**config.mk**
```make
export PLATFORM = sky130hd
export DESIGN_NAME = ser_to_par_8bit
export DESIGN_NICKNAME = d
export VERILOG_FILES = /design/src/rtl/ser_to_par_8bit.sv
export SDC_FILE = /design/constraint.sdc
export NUM_CORES = 1
export LEC_CHECK = 0
export CAP_MARGIN = 20
export CORE_MARGIN = 4
export CORE_UTILIZATION = 45
export CTS_BUF_LIST = sky130_fd_sc_hd__clkbuf_2
export CTS_CLUSTER_SIZE = 28
export DETAILED_ROUTE_END_ITERATION = 16
export HOLD_SLACK_MARGIN = 0.03
export PLACE_DENSITY = 0.73
export SETUP_SLACK_MARGIN = 0.15
export SLEW_MARGIN = 10
export SYNTH_ARGS = -nofsm -noshare
export SYNTH_HDL_FRONTEND = slang
export SYNTH_SLANG_ARGS = --single-unit
```
**constraint.sdc**
```tcl
create_clock -name clk -period 1.5 [get_ports clk]
set_input_delay 0.45 -clock clk [delete_from_list [all_inputs] [get_ports clk]]
set_output_delay 0.45 -clock clk [all_outputs]
set_load 0.01 [all_outputs]
```
**src/rtl/ser_to_par_8bit.sv**
```systemverilog
// ser_to_par_8bit: assembles a framed serial bit stream into a WIDTH-bit
// word and presents it with a one-cycle load strobe for a downstream
// register (Dout -> Din, ld -> ld).
// Optional feature macro: SER_PARITY_CHK_EN -- adds an even-parity bit
// after the data bits and reports mismatches on par_err.
module ser_to_par_8bit #(
    parameter int WIDTH     = 8,
    parameter bit MSB_FIRST = 1'b1
) (
    input  logic             clk,
    input  logic             reset,
    input  logic             start,
    input  logic             sin,
    input  logic             sin_valid,
    output logic [WIDTH-1:0] Dout,
    output logic             ld,
    output logic             busy,
    output logic [3:0]       bit_cnt,
    output logic             par_err
);

    typedef enum logic [1:0] {
        ST_IDLE  = 2'd0,
        ST_SHIFT = 2'd1,
        ST_PAR   = 2'd2
    } state_t;

    localparam logic [3:0] LAST_CNT = 4'(WIDTH - 1);

    state_t           state_reg, state_next;
    logic [WIDTH-1:0] shift_reg, shift_next;
    logic [WIDTH-1:0] shifted;
    logic [WIDTH-1:0] dout_reg, dout_next;
    logic [3:0]       bit_cnt_reg, bit_cnt_next;
    logic             ld_reg, ld_next;
    logic             last_bit;

    assign last_bit = (bit_cnt_reg == LAST_CNT);

    // Shift register with the new bit inserted at the end selected by MSB_FIRST
    // (first bit received migrates to Dout[WIDTH-1] or Dout[0]).
    generate
        for (genvar gi = 0; gi < WIDTH; gi++) begin : g_shift
            if (MSB_FIRST) begin : g_msb
                if (gi == 0) begin : g_in
                    assign shifted[gi] = sin;
                end else begin : g_mv
                    assign shifted[gi] = shift_reg[gi-1];
                end
            end else begin : g_lsb
                if (gi == WIDTH - 1) begin : g_in
                    assign shifted[gi] = sin;
                end else begin : g_mv
                    assign shifted[gi] = shift_reg[gi+1];
                end
            end
        end
    endgenerate

    // State register.
    always_ff @(posedge clk) begin
        if (reset) begin
            state_reg <= ST_IDLE;
        end else begin
            state_reg <= state_next;
        end
    end

    // Next-state logic; start always wins over sin_valid.
    always_comb begin
        state_next = state_reg;
        case (state_reg)
            ST_IDLE: begin
                if (start) state_next = ST_SHIFT;
            end
            ST_SHIFT: begin
                if (start) begin
                    state_next = ST_SHIFT;
                end else if (sin_valid && last_bit) begin
`ifdef SER_PARITY_CHK_EN
                    state_next = ST_PAR;
`else
                    state_next = ST_IDLE;
`endif
                end
            end
`ifdef SER_PARITY_CHK_EN
            ST_PAR: begin
                if (start) begin
                    state_next = ST_SHIFT;
                end else if (sin_valid) begin
                    state_next = ST_IDLE;
                end
            end
`endif
            default: state_next = ST_IDLE;
        endcase
    end

    // Output logic decoded from the state.
    always_comb begin
        busy = (state_reg != ST_IDLE);
    end

`ifdef SER_PARITY_CHK_EN
    logic par_err_reg, par_err_next;
`endif

    // Datapath next values: shifting, bit counting, word delivery and strobe.
    always_comb begin
        shift_next   = shift_reg;
        bit_cnt_next = bit_cnt_reg;
        dout_next    = dout_reg;
        ld_next      = 1'b0;
`ifdef SER_PARITY_CHK_EN
        par_err_next = par_err_reg;
`endif
        case (state_reg)
            ST_IDLE: begin
                if (start) begin
                    shift_next   = '0;
                    bit_cnt_next = '0;
                end
            end
            ST_SHIFT: begin
                if (start) begin
                    shift_next   = '0;
                    bit_cnt_next = '0;
                end else if (sin_valid) begin
                    shift_next = shifted;
                    if (last_bit) begin
                        bit_cnt_next = '0;
`ifndef SER_PARITY_CHK_EN
                        dout_next = shifted;
                        ld_next   = 1'b1;
`endif
                    end else begin
                        bit_cnt_next = bit_cnt_reg + 4'd1;
                    end
                end
            end
`ifdef SER_PARITY_CHK_EN
            ST_PAR: begin
                if (start) begin
                    shift_next   = '0;
                    bit_cnt_next = '0;
                end else if (sin_valid) begin
                    // Word is delivered even on a parity failure.
                    dout_next    = shift_reg;
                    ld_next      = 1'b1;
                    par_err_next = (^shift_reg) ^ sin;
                end
            end
`endif
            default: begin
                shift_next   = '0;
                bit_cnt_next = '0;
            end
        endcase
    end

    // Datapath registers; reset discards any partial word without a strobe.
    always_ff @(posedge clk) begin
        if (reset) begin
            shift_reg   <= '0;
            bit_cnt_reg <= '0;
            dout_reg    <= '0;
            ld_reg      <= 1'b0;
`ifdef SER_PARITY_CHK_EN
            par_err_reg <= 1'b0;
`endif
        end else begin
            shift_reg   <= shift_next;
            bit_cnt_reg <= bit_cnt_next;
            dout_reg    <= dout_next;
            ld_reg      <= ld_next;
`ifdef SER_PARITY_CHK_EN
            par_err_reg <= par_err_next;
`endif
        end
    end

    assign Dout    = dout_reg;
    assign ld      = ld_reg;
    assign bit_cnt = bit_cnt_reg;
`ifdef SER_PARITY_CHK_EN
    assign par_err = par_err_reg;
`else
    assign par_err = 1'b0;
`endif

endmodule

```
==> impl_results.md <==
- Syn Area/Cell: 9.15 µm²
- DRC violations left: 0
- Placed insts: 141
- Htree depth: 1
- Post-synth EDFFs: 0
- Layout cells sized above 1: 42.3%
- GRT overflow: 0
- Chip height: 52.2 µm
- Peak Freq: 739 MHz
- Highest-delay cell along the critical path: or4_1
- CTS Buf Count: 3
- Initial cell density of the core: 49.3%
- Total Routed Length: 2000 µm
- Final Skew: 15.6 ps
- Commonest register cell after synthesis: dfxtp_1
- Routed wire per std cell: 12.9 µm
- Vias in the first global route: 718
- HPWL after detailed placement: 1300 µm
- Min Tclk post-route: 1350 ps
- Antenna violations before repair: 0
- CP Data Required Time: 1750 ps
- Die width: 52.2 µm
- P_int: 0.000656 W
- Die area: 2720 µm²
- Synthesized cell area: 878 µm²
- Root Driver: clkbuf_2
- Routability cong.: 0.854
- Vias: 737
- Total GRT Usage: 15.6%
- Final instance area: 1200 µm²
- Final setup vio count: 0
- 1st-pass router iterations: 4
- Post-synth net total: 102
- Switch Pwr: 0.000213 W
- CP bufs+invs: 1
- Commonest non-fill, non-tap cell in the layout: nand2_1
- Final hold vios: 0
- Power per Cell Area: 723 nW/µm²
- RSZ-0062 raised after global routing: true
- Min Hold Slack: 462 ps
- Async SR Flop Fraction: 0%
- Non-filler cells, final: 155
- Routed Antenna Nets: 0
- Layout Utilization: 67.4%
- Hold-fix buffers at CTS: 0
- # rows: 15
- First-pass GRT wire length: 3210 µm
- Max capacitance violation total: 0
- #FFs+latches synth: 21
- Layout area overhead: 36.8%
- Setup CP Type: reg -> reg
- Vias per inst: 4.75
- Fin crit share: 90.2%
- Cell count after synthesis: 96
- Data arrival, critical path: 1600 ps
- Max-slew violations: 0
- Flop pwr share: 64.6%
- TritonCTS Sinks: 21
- Yosys Warn Count: 0
- Initial drt markers: 22
- Max rail drop VDD: 548 µV
- Outcome: finished clean
- Nets: 137
- Combinational share of power: 8.6%
- PortBufs: 18
- CTS tree: done
- Seq/Total Area, Yosys: 47.9%
- Largest net degree at the start of global routing: 19
- Ports: 20
- Core area: 1780 µm²
- Critical Path Fanout Max: 3
- Largest stage delay, worst path: 490 ps
- CP top delay family: simple AND/OR/NAND/NOR gates
- Antenna Cells: 0
- Switch share: 24.5%
- Synth cell types: 24
- Hold WC Path Type: reg -> reg
- Clk_lat worst skew: 320 ps
- Commonest non-fill, non-tap cells in the layout: nand2_1, nand2b_1, buf_4
- Clk pin slew, worst setup/hold paths: 210 ps
- Max reg flops: 8
- Cell-by-cell trace of the critical path: buf_6, ha_4, or4_1, a21oi_1
- CP Capture Type: register
- Cell leakage power: 0.506 nW
- Post-Place Cell Area: 1150 µm²
- Worst setup SP type: register
- CTS max path bufs: 2
- Clock network fraction of design power: 26.9%
final cells by class:
cell class	count	area [µm²]
Multi-Input combinational cell	69	443
Timing Repair Buffer	36	264
Tap cell	25	31.3
Sequential cell	21	443
Fill cell	153	582
Clock buffer	3	15.0
Clock inverter	1	5.00
kinds of logic (layout without fill, tap and decap cells):
group           count (synthesis)  count (layout)  synth area share [%]
simple gates                   47              47                  30.8
buf+inv                         6              40                  3.13
compound gates                 11              11                  6.27
other cells                     1               1                 0.427
flops                          21              21                  47.9
xor+xnor                        1               1                 0.997
mux                             8               8                  9.12
fa+ha+maj                       1               1                  1.42
metrics by stage:
step	worst slack (ps)	power, W	setup TNS [ps]
floorplan	167	0.000612	0
global placement	-208	0.000644	-2540
detailed placement	-257	0.000646	-3480
CTS	124	0.000870	0
global route	83.6	0.000913	0
finish	148	0.000869	0
Yosys cell counts, types with 2 or more instances:
cell type,number,area (µm²)
nand3_1,2,10.0
nand2b_1,16,100
clkbuf_1,4,15.0
dfxtp_1,21,420
nand2_1,17,63.8
a21oi_1,10,50.1
mux2i_1,8,80.1
nor2_1,2,7.51
layer usage:
metal / GRT usage, % / wire, µm / vias up
met2: 24.3 / 986 / 25
met4: 6.81 / 18 / 0
met1: 20.9 / 878 / 332
met5: 0 / 0 / -
li1: - / - / 378
met3: 2.85 / 119 / 2
path summary, 6_finish.rpt:
kind	startpoint	to	slack, ps	cells past startpoint
worst min-delay path	shift_reg[1]	shift_reg[2]	460	2
worst max register to register	bit_cnt[1]	bit_cnt[3]	150	4
worst min register to register	shift_reg[1]	shift_reg[2]	460	2
worst max-delay path	bit_cnt[1]	bit_cnt[3]	150	4
worst reg2reg max path, delay by kind of cell, from the launching register on:
kind,cells,cell delay (ps)
fa+ha+maj,1,170
flops,1,390
buf+inv,1,110
simple gates,1,490
compound gates,1,120
repair_timing:
item                       in CTS  in global routing
buffers inserted                6                  4
pin swaps                       3                  0
setup endpoints to repair      19                 14
gates resized for setup        64                  8
power by group through the flow:
stage	clock, W	sequential [W]	combinational (W)
detailed placement	0	0.000576	0.0000697
floorplan	0	0.000578	0.0000334
global route	0.000271	0.000562	0.0000800
CTS	0.000238	0.000561	0.0000711
global placement	0	0.000576	0.0000684
finish	0.000234	0.000561	0.0000743
(Power assumes the default switching activity.)
